[config.mk]
export PLATFORM = sky130hd
export DESIGN_NAME = pipe_adder
export DESIGN_NICKNAME = d
export VERILOG_FILES = /design/src/rtl/pipe_adder.sv
export SDC_FILE = /design/constraint.sdc
export NUM_CORES = 1
export LEC_CHECK = 0
export CORE_MARGIN = 4
export CORE_UTILIZATION = 30
export CTS_CLUSTER_SIZE = 14
export DETAILED_ROUTE_END_ITERATION = 16
export SETUP_SLACK_MARGIN = 0.3
export SLEW_MARGIN = 20
export SYNTH_ARGS = -nofsm -noshare
export SYNTH_HDL_FRONTEND = slang
export SYNTH_SLANG_ARGS = --single-unit
export TNS_END_PERCENT = 5
[constraint.sdc]
create_clock -name clk -period 1.45 [get_ports clk]
set_input_delay 0.29 -clock clk [delete_from_list [all_inputs] [get_ports clk]]
set_output_delay 0.29 -clock clk [all_outputs]
set_load 0.05 [all_outputs]
[src/rtl/pipe_adder.sv]
// -----------------------------------------------------------------------------
// pipe_adder
//
// Pipelined WIDTH-bit adder. Each of the NSEG pipeline stages adds one SEG_W-bit
// segment of the operands (the last segment may be narrower) plus the carry
// from the previous stage. The operands travel down the pipeline with their
// results, and the lower sum segments travel with them, so the last stage holds
// the complete result.
// Latency is NSEG register stages. A valid/ready handshake on both sides
// sustains one operation per cycle and supports backpressure.
//
// Optional build macro: PIPE_ADDER_SUB_EN
//   When defined, an extra input `sub` selects a - b, computed as a + ~b + 1.
//   In that mode cin is ignored.
//
// Parameters:
//   WIDTH  operand/sum width in bits (>= 2)
//   SEG_W  bits added per pipeline stage (1..WIDTH)
//
// Ports:
//   clk        rising-edge clock
//   rst        synchronous active-high reset
//   in_valid   operand set present
//   in_ready   block accepts operands this cycle (= ~stall)
//   a, b       operands, bit 0 = LSB
//   cin        carry into bit 0
//   sub        (PIPE_ADDER_SUB_EN only) 1 = subtract b from a
//   out_valid  result present
//   out_ready  consumer accepts result this cycle
//   sum        a + b + cin modulo 2^WIDTH
//   cout       carry out of bit WIDTH-1
//   ovf        signed overflow
// -----------------------------------------------------------------------------
module pipe_adder #(
  parameter int WIDTH = 8,
  parameter int SEG_W = 4
) (
  input  logic             clk,
  input  logic             rst,
  input  logic             in_valid,
  output logic             in_ready,
  input  logic [WIDTH-1:0] a,
  input  logic [WIDTH-1:0] b,
  input  logic             cin,
`ifdef PIPE_ADDER_SUB_EN
  input  logic             sub,
`endif
  output logic             out_valid,
  input  logic             out_ready,
  output logic [WIDTH-1:0] sum,
  output logic             cout,
  output logic             ovf
);

  localparam int NSEG = (WIDTH + SEG_W - 1) / SEG_W;

  // Per-stage registers. b_reg holds the effective B operand, which is the
  // inverted B operand in subtract mode.
  logic             valid_reg [NSEG];
  logic [WIDTH-1:0] sum_reg   [NSEG];
  logic             carry_reg [NSEG];
  logic [WIDTH-1:0] a_reg     [NSEG];
  logic [WIDTH-1:0] b_reg     [NSEG];

  logic             valid_next [NSEG];
  logic [WIDTH-1:0] sum_next   [NSEG];
  logic             carry_next [NSEG];
  logic [WIDTH-1:0] a_next     [NSEG];
  logic [WIDTH-1:0] b_next     [NSEG];

  logic             stall;
  logic [WIDTH-1:0] b_eff;
  logic             c_eff;

  // The whole pipeline freezes while the output is valid and not taken.
  assign stall    = valid_reg[NSEG-1] & ~out_ready;
  assign in_ready = ~stall;

`ifdef PIPE_ADDER_SUB_EN
  // Subtraction is addition of the ones' complement with a forced carry-in.
  assign b_eff = sub ? ~b : b;
  assign c_eff = sub ? 1'b1 : cin;
`else
  assign b_eff = b;
  assign c_eff = cin;
`endif

  genvar gi;
  generate
    for (gi = 0; gi < NSEG; gi++) begin : g_stage
      localparam int LO = gi * SEG_W;
      // The last segment is narrower when WIDTH is not a multiple of SEG_W.
      localparam int SW = (LO + SEG_W > WIDTH) ? (WIDTH - LO) : SEG_W;

      logic             v_src;
      logic             c_src;
      logic [WIDTH-1:0] a_src;
      logic [WIDTH-1:0] b_src;
      logic [WIDTH-1:0] s_src;
      logic [SW:0]      seg_add;
      logic [WIDTH-1:0] merged;

      if (gi == 0) begin : g_head
        assign v_src = in_valid;
        assign c_src = c_eff;
        assign a_src = a;
        assign b_src = b_eff;
        assign s_src = '0;
      end else begin : g_body
        assign v_src = valid_reg[gi-1];
        assign c_src = carry_reg[gi-1];
        assign a_src = a_reg[gi-1];
        assign b_src = b_reg[gi-1];
        assign s_src = sum_reg[gi-1];
      end

      assign seg_add = {1'b0, a_src[LO +: SW]} + {1'b0, b_src[LO +: SW]}
                     + {{SW{1'b0}}, c_src};

      // Splice this stage's segment into the partial sum from the stages below.
      always_comb begin
        merged           = s_src;
        merged[LO +: SW] = seg_add[SW-1:0];
      end

      assign valid_next[gi] = v_src;
      assign sum_next[gi]   = merged;
      assign carry_next[gi] = seg_add[SW];
      assign a_next[gi]     = a_src;
      assign b_next[gi]     = b_src;
    end
  endgenerate

  // Data fields load only when a valid operation arrives. Bubbles therefore
  // leave the stage contents unchanged, and the outputs keep their last
  // result while out_valid is low.
  always_ff @(posedge clk) begin
    if (rst) begin
      for (int k = 0; k < NSEG; k++) begin
        valid_reg[k] <= 1'b0;
        sum_reg[k]   <= '0;
        carry_reg[k] <= 1'b0;
        a_reg[k]     <= '0;
        b_reg[k]     <= '0;
      end
    end else if (!stall) begin
      for (int k = 0; k < NSEG; k++) begin
        valid_reg[k] <= valid_next[k];
        if (valid_next[k]) begin
          sum_reg[k]   <= sum_next[k];
          carry_reg[k] <= carry_next[k];
          a_reg[k]     <= a_next[k];
          b_reg[k]     <= b_next[k];
        end
      end
    end
  end

  assign out_valid = valid_reg[NSEG-1];
  assign sum       = sum_reg[NSEG-1];
  assign cout      = carry_reg[NSEG-1];
  // Signed overflow: the operand signs agree but the sign of the sum differs.
  // The effective (possibly inverted) B operand supplies the B sign.
  assign ovf       = (a_reg[NSEG-1][WIDTH-1] == b_reg[NSEG-1][WIDTH-1]) &&
                     (sum_reg[NSEG-1][WIDTH-1] != a_reg[NSEG-1][WIDTH-1]);

endmodule
[Word level (Yosys, flattened, before mapping)]
Memories as Yosys holds them, arrays and structs flattened.
Index checks and enable logic that the tools add are counted.
Storage, ports and cells
  bits in registers: 0
  latch bits: 0
  bits in writable memories: 52
  memory bits (read-only): 0
  input port bits: 21
  memories: 5
Cells by class
  add/sub/neg operators: 4
  multiply operators: 0
  divide/modulo/power cells: 0
  magnitude comparators: 0
  eq/ne operators: 2
  shift operators: 0
  muxes and demuxes: 23
  bitwise gates (word level): 13
  reduce and logical (&&, ||, !) cells: 1
Memories
  a_reg: words 2, bits a word 8, read ports 2, clocked after Yosys merged registers in 0, wr ports 2, RTL line 62  | logic [WIDTH-1:0] a_reg [NSEG];
  b_reg: words 2, bits a word 8, read ports 2, clocked after Yosys merged registers in 0, wr ports 2, RTL line 63  | logic [WIDTH-1:0] b_reg [NSEG];
  sum_reg: words 2, bits a word 8, read ports 2, clocked after Yosys merged registers in 0, wr ports 2, RTL line 60  | logic [WIDTH-1:0] sum_reg [NSEG];
  carry_reg: words 2, bits a word 1, read ports 2, clocked after Yosys merged registers in 0, wr ports 2, RTL line 61  | logic carry_reg [NSEG];
  valid_reg: words 2, bits a word 1, read ports 2, clocked after Yosys merged registers in 0, wr ports 2, RTL line 59  | logic valid_reg [NSEG];
Operators with widths (number)
  8-bit 2-to-1 mux: 6
  1-bit 2-to-1 mux: 17
  4-bit by 4-bit adder with 5-bit output: 2
  5-bit by 1-bit adder with 5-bit output: 2
  1-bit bitwise OR: 10
  1-bit inverter: 2
  1-bit bitwise AND: 1
  1-bit equality test: 1
  1-bit logical AND: 1
  1-bit != test: 1

[Longest topological paths before layout]
Gate-level depths: netlist (run 1).
  depth after elaboration: 6
  depth in mapped cells: 6

[Least setup slack after synthesis (run 1)]
OpenSTA, ideal clock, no wires.
  path type: register to output
  start point: mem sum_reg[1][7], in the netlist sum_reg[0][15]
  end point: out ovf
  arrival time: 1.791 ns
  path slack: -0.631 ns
  stages on the path, launching flop included: 2
  buffers on the path: 0
  cell sequence: edfxtp_1 > o21ai_0
RTL lines
  start, declared: RTL line 60
  end, declared: RTL line 52  | output logic ovf

==> flow_summary.yaml, run 1 <==
status:
  outcome: "finished, violations left"
  violations: "negative setup slack"
finish:
  finish.net_count: 176
  final_cell_mix: "26 x edfxtp_1, 16 x and2_4, 12 x buf_12"
  layout_commonest_cell: "edfxtp_1"
  num_antenna_cells: 0
  syn_to_final_growth_pct: 59.0
  stdcell_count: 194
  multi_input_area_um2: 637
  fillers: 360
  postLayoutCoreUtil_pct: 51.0
  drive_gt1_share_pct: 52.1
  seqCellArea_um2: 781
  largest_reg_flops: 12
yosys:
  postSynthAreaPerCell_um2: 13.1
  syn_inst: 101
  yosys_register_bits: 26
  synth.distinct_cells: 20
  netlist_area_um2: 1320
  synth_nets: 132
  ys_seq_area_share_pct: 59.1
  synth_warnings: 0
global_routing:
  track_usage_pct: 8.56
  grt_pass1_vias: 861
  gr-total-overflow: 0
  grt_max_degree: 17
  grt_antenna_before_repair: 0
  grt_pass1_wl_um: 3620
clocking:
  cts_buffers: 3
  clk_path_buf_depth: 2
  htreeDepth: 1
  cts.sinks: 26
  cts_tree: "done"
  clkTransAtPathRegs_ns: 0.09
  clock_latency_ns: 0.26
  clockRootBuffer: "clkbuf_8"
die:
  ioPinCount: 33
  dieWidth_um: 74.4
  row_count: 23
  die-area_um2: 5530
  coreArea_um2: 4120
  die_h_um: 74.4
  start_util_pct: 32.1
setup_path:
  crit_arrival_ns: 1.61
  cp_common_cell: "fa_2"
  slowest_delay_ns: 0.42
  required_ns: 1.47
  crit_path_end_kind: "flip-flop"
  critPathKind: "flip-flop to flip-flop"
  cp_max_fo: 2
  crit_chain: "fa_2 > inv_2 > fa_2 > nor2b_2 > o21ai_1 > a21oi_1"
  worstSetupStartpointType: "flip-flop"
  ff2ff_path_depth: 6
  cp_slowest_cell: "edfxtp_1"
place:
  dp_cells: 189
  gp_congestion: 0.828
  io_buffers: 32
  hpwl_um: 1750
routing:
  antenna_left: 0
  drcViolationCount: 0
  routed_via_density: 4.38
  wl_per_cell_um: 12.0
  firstDrtPassIters: 4
  wl_um: 2330
  vias: 850
  drtIter0Drc: 20
flow_run:
  maxCapViolCount: 0
timing:
  hold_violations: 0
  hold_slack_ns: 0.498
  relSlewSlack_pct: 87.8
  grt_setup_unrepaired: "true"
  worst_pin_slew_ns: 0.182
  max_freq_mhz: 630
  final_max_slew_viol_count: 0
  period_share_pct: 109
  min_period_ns: 1.59
  fin_tns_setup_ns: -0.357
  setup_ws_ns: -0.138
  clock_skew_ns: 0.00481
  setup_viol: 3
min_path:
  hp-class: "input pin to flip-flop"
  min_path_cells: 3
pwr:
  power.density_nw_per_um2: 1020
  power_mw: 2.14
  vdd_ir_drop_max_mv: 0.410
  p_leak_nw: 0.848
==> cells in the mapped netlist (all sizes together) <==
cell type / number / share of area, %
and3b: 2 / 1.3
and3: 2 / 0.95
nor2: 4 / 1.1
edfxtp: 26 / 59
nor3: 5 / 4.3
a21oi: 4 / 1.5
and2: 16 / 7.6
clkbuf: 1 / 0.28
buf: 1 / 0.85
a21boi: 2 / 1.1
o21ai: 3 / 1.1
or3: 1 / 0.47
fa: 4 / 6.1
inv: 10 / 2.8
ha: 6 / 5.7
nand3: 2 / 0.76
nor2b: 5 / 2.9
nand2: 7 / 2.0
==> final timing paths <==
path	from	endpoint	slack, ns
max	carry_reg[0][0]$_SDFFCE_PN0P_	carry_reg[0][1]$_SDFFCE_PN0P_	-0.14
min	a[0]	sum_reg[0][0]$_SDFFCE_PN0P_	0.50
max reg2reg	carry_reg[0][0]$_SDFFCE_PN0P_	carry_reg[0][1]$_SDFFCE_PN0P_	-0.14
min reg2reg	sum_reg[0][0]$_SDFFCE_PN0P_	sum_reg[0][8]$_SDFFCE_PN0P_	0.55
==> layer usage <==
metal	track usage, %	routed length [µm]	up-vias
li1	-	-	432
met1	9.30	894	396
met2	15.9	1300	20
met3	1.08	105	2
met4	4.74	29	0
met5	0	0	-
==> kinds of logic (layout without fill, tap and decap cells) <==
| kind of cell | Yosys count | after routing | synth area share (%) |
|---|---|---|---|
| DFF | 26 | 26 | 59.1 |
| AOI/OAI and AO/OA | 9 | 9 | 3.79 |
| adders and majority gates | 10 | 10 | 11.7 |
| and+or+nand+nor | 44 | 44 | 21.4 |
| buffers and inverters | 12 | 55 | 3.98 |
==> cell type report <==
type	count	area share [%]
repair buffers	41	24.0
inverters	10	2.14
multi-input cells	63	30.3
flip-flops and latches	26	37.2
clock buffers	3	1.97
well taps	50	2.98
clock inverters	1	1.43
==> per-stage QoR <==
stage | setup WS [ns] | instance area [µm²]
detailed placement | -0.556 | 1890
global route | -0.197 | 2100
CTS | -0.133 | 2070
floorplan | -0.333 | 1350
finish | -0.138 | 2100
global placement | -0.516 | 1890
==> power by group <==
group | internal [mW] | switching [mW]
Sequential | 0.912 | 0.0432
Combinational | 0.311 | 0.284
Clock | 0.369 | 0.218
==> timing repair <==
action,4_1_cts,5_1_grt
pin swaps,32,21
cloned,0,0
resized for setup,61,7
buffers inserted,1,0
endpoints found under the setup margin,64,64
hold buffers,0,0
==> critical path: cells and delay by family (launching register included) <==
kind / cells / cell delay [ns]
flops: 1 / 0.42
buf+inv: 1 / 0.06
simple gates: 1 / 0.05
compound gates: 2 / 0.20
fa+ha+maj: 2 / 0.62
Power figures use the tool's default switching activity.
==> run 2: changes to the inputs <==
- CORE_MARGIN: 4 -> unset
- CORE_UTILIZATION: 30 -> 43
- PLACE_DENSITY: unset -> 0.74
==> run 2 against run 1 <==
  * The flow finishes with violations (design-rule violations, negative setup slack)
  * Combinational power shrank 3.7%
  * Total power is 15% lower
  * Wire length fell by 17%
  * Utilization rose by 19 points
  * Worst setup slack better by 0.031 ns
  * Non-clock buffer count did not move
  * Global-route usage increased by 5.1 points
  * Clock-buffer cell count unchanged
  * Sequential share of layout area is 2.0 points higher
  * Cell count fell by 9.8%
  * Final area down 5.0%
  * Largest cell class unchanged
  * Largest power group unchanged
  * Highest routed layer unchanged
==> flow_summary.yaml, run 2 (synthesis results as in run 1) <==
timing:
  final_max_slew_viol_count: 0
  period_share_pct: 107
  fin_tns_setup_ns: -0.320
  hold_slack_ns: 0.478
  hold_violations: 0
  worst_pin_slew_ns: 0.319
  setup_viol: 4
  relSlewSlack_pct: 78.7
  min_period_ns: 1.56
  setup_ws_ns: -0.107
  clock_skew_ns: 0.00339
  max_freq_mhz: 642
  grt_setup_unrepaired: "true"
status:
  violations: "design-rule violations, negative setup slack"
  outcome: "finished, violations left"
setup_path:
  cp_top_family: "adder cells"
  cp_common_cell: "fa_2"
  ff2ff_path_depth: 6
  critical_path_depth: 6
  slowest_delay_ns: 0.42
  cp_max_fo: 2
  crit-reg2reg-launch: "a_reg[0][4]$_SDFFCE_PN0P_"
  crit_path_end_kind: "flip-flop"
  critPathKind: "flip-flop to flip-flop"
  worstSetupStartpointType: "flip-flop"
  cp-endpoint: "carry_reg[0][1]$_SDFFCE_PN0P_"
  r2r-end: "carry_reg[0][1]$_SDFFCE_PN0P_"
  critPathBufInv: 1
  crit_path_start: "a_reg[0][4]$_SDFFCE_PN0P_"
  crit_arrival_ns: 1.63
  required_ns: 1.53
  crit_chain: "fa_2 > inv_2 > fa_2 > nor2b_2 > o21ai_1 > a21oi_1"
  r2r_slack_ns: -0.11
  cp_slowest_cell: "edfxtp_1"
pwr:
  power_frac_clock_pct: 16.2
  netSwitchingFraction_pct: 27.9
  p_leak_nw: 0.818
  p_int_mw: 1.31
  power_frac_seq_pct: 52.3
  power_switching_mw: 0.508
  combinationalPowerShare_pct: 31.5
  power.density_nw_per_um2: 913
  vdd_ir_drop_max_mv: 0.540
  power_mw: 1.82
finish:
  postLayoutCellArea_um2: 2000
  drive_gt1_share_pct: 47.2
  largest_reg_flops: 12
  finish.net_count: 176
  syn_to_final_growth_pct: 51.0
  stdcell_count: 175
  layout_commonest_cell: "edfxtp_1"
  num_antenna_cells: 0
  final_cell_mix: "26 x edfxtp_1, 16 x and2_4, 13 x clkdlybuf4s50_1"
  postLayoutCoreUtil_pct: 70.5
die:
  coreArea_um2: 2830
  row_count: 19
  ioPinCount: 33
  die_h_um: 57.4
  dieWidth_um: 57.4
  die-area_um2: 3300
  start_util_pct: 46.7
place:
  dpl_worst_slack_ns: -0.562
  hpwl_um: 1560
  place_area_um2: 1860
  io_buffers: 32
  dp_cells: 169
  gp_congestion: 0.776
routing:
  wl_per_cell_um: 11.0
  drcViolationCount: 2
  antenna_left: 0
  routed_via_density: 4.82
  drtIter0Drc: 10
  vias: 843
  firstDrtPassIters: 10
  wl_um: 1930
global_routing:
  track_usage_pct: 13.7
  gr-total-overflow: 0
  grt_max_degree: 17
  grt_pass1_wl_um: 3420
  grt_pass1_vias: 870
  grt_antenna_before_repair: 0
clocking:
  clk_path_buf_depth: 2
  clockRootBuffer: "clkbuf_4"
  htreeDepth: 1
  ctsHoldBuffers: 0
  cts_tree: "done"
  clkTransAtPathRegs_ns: 0.13
  cts.sinks: 26
  clock_latency_ns: 0.31
  cts_buffers: 3
min_path:
  hp-class: "input pin to flip-flop"
flow_run:
  maxCapViolCount: 0
==> run 2: cell types whose count changed in the layout (fill, tap and decap cells not counted), moves of 2 or more <==
| cell | before | now |
|---|---|---|
| buf_2 | 1 | 3 |
| clkbuf_8 | 3 | 0 |
| nor2b_1 | 0 | 2 |
| dlygate4sd2_1 | 7 | 4 |
| clkbuf_4 | 0 | 3 |
| nor2_1 | 2 | 4 |
| clkdlybuf4s50_1 | 10 | 13 |
| nor2_2 | 2 | 0 |
| buf_6 | 4 | 1 |
==> run 2: power groups by stage <==
| stage | logic, mW | registers (mW) | clock network, mW |
|---|---|---|---|
| 2_1_floorplan | 0.179 | 1.05 | 0 |
| 3_3_place_gp | 0.505 | 0.966 | 0 |
| 3_5_place_dp | 0.521 | 0.969 | 0 |
| 4_1_cts | 0.570 | 0.954 | 0.300 |
| 5_1_grt | 0.609 | 0.963 | 0.332 |
| 6_report | 0.573 | 0.953 | 0.295 |
==> run 2: worst min path at each step <==
stage / start / end / slack (ns) / cells past startpoint
CTS: a[0] / sum_reg[0][0]$_SDFFCE_PN0P_ / 0.48 / 3
finish: a[0] / sum_reg[0][0]$_SDFFCE_PN0P_ / 0.48 / 3
global placement: sum_reg[0][0]$_SDFFCE_PN0P_ / sum_reg[0][8]$_SDFFCE_PN0P_ / 0.50 / 1
global route: a[0] / sum_reg[0][0]$_SDFFCE_PN0P_ / 0.47 / 3
detailed placement: sum_reg[0][0]$_SDFFCE_PN0P_ / sum_reg[0][8]$_SDFFCE_PN0P_ / 0.51 / 1
floorplan: a[4] / a_reg[0][4]$_SDFFCE_PN0P_ / 0.49 / 1
==> run 2: metal layers <==
layer | GRT usage, % | routed length (µm) | part of all wire, % | vias to the layer above
met5 | 0 | 0 | 0 | -
met4 | 8.71 | 67 | 3.5 | 0
met3 | 2.04 | 79 | 4.1 | 6
met2 | 23.8 | 981 | 51 | 29
met1 | 15.7 | 797 | 41 | 378
li1 | - | - | - | 430
==> run 2: final cells by class <==
type	count	area (µm²)
clock buffer	3	22.5
clock inverter	1	3.75
fill	190	833
inverter	10	41.3
multi-input combinational	63	609
sequential	26	781
tap	31	38.8
timing repair buffer	41	499
==> run 2: worst min-delay path: cells and delay by family <==
family        cells  cell delay, ns
fa+ha+maj         1            0.19
buf+inv           1            0.09
simple gates      1            0.13
==> run 2: repair_timing <==
action,CTS,global route
pin swaps,15,4
endpoints found under the hold margin,0,0
setup buffers,2,0
setup endpoints to repair,62,64
resized for setup,52,3
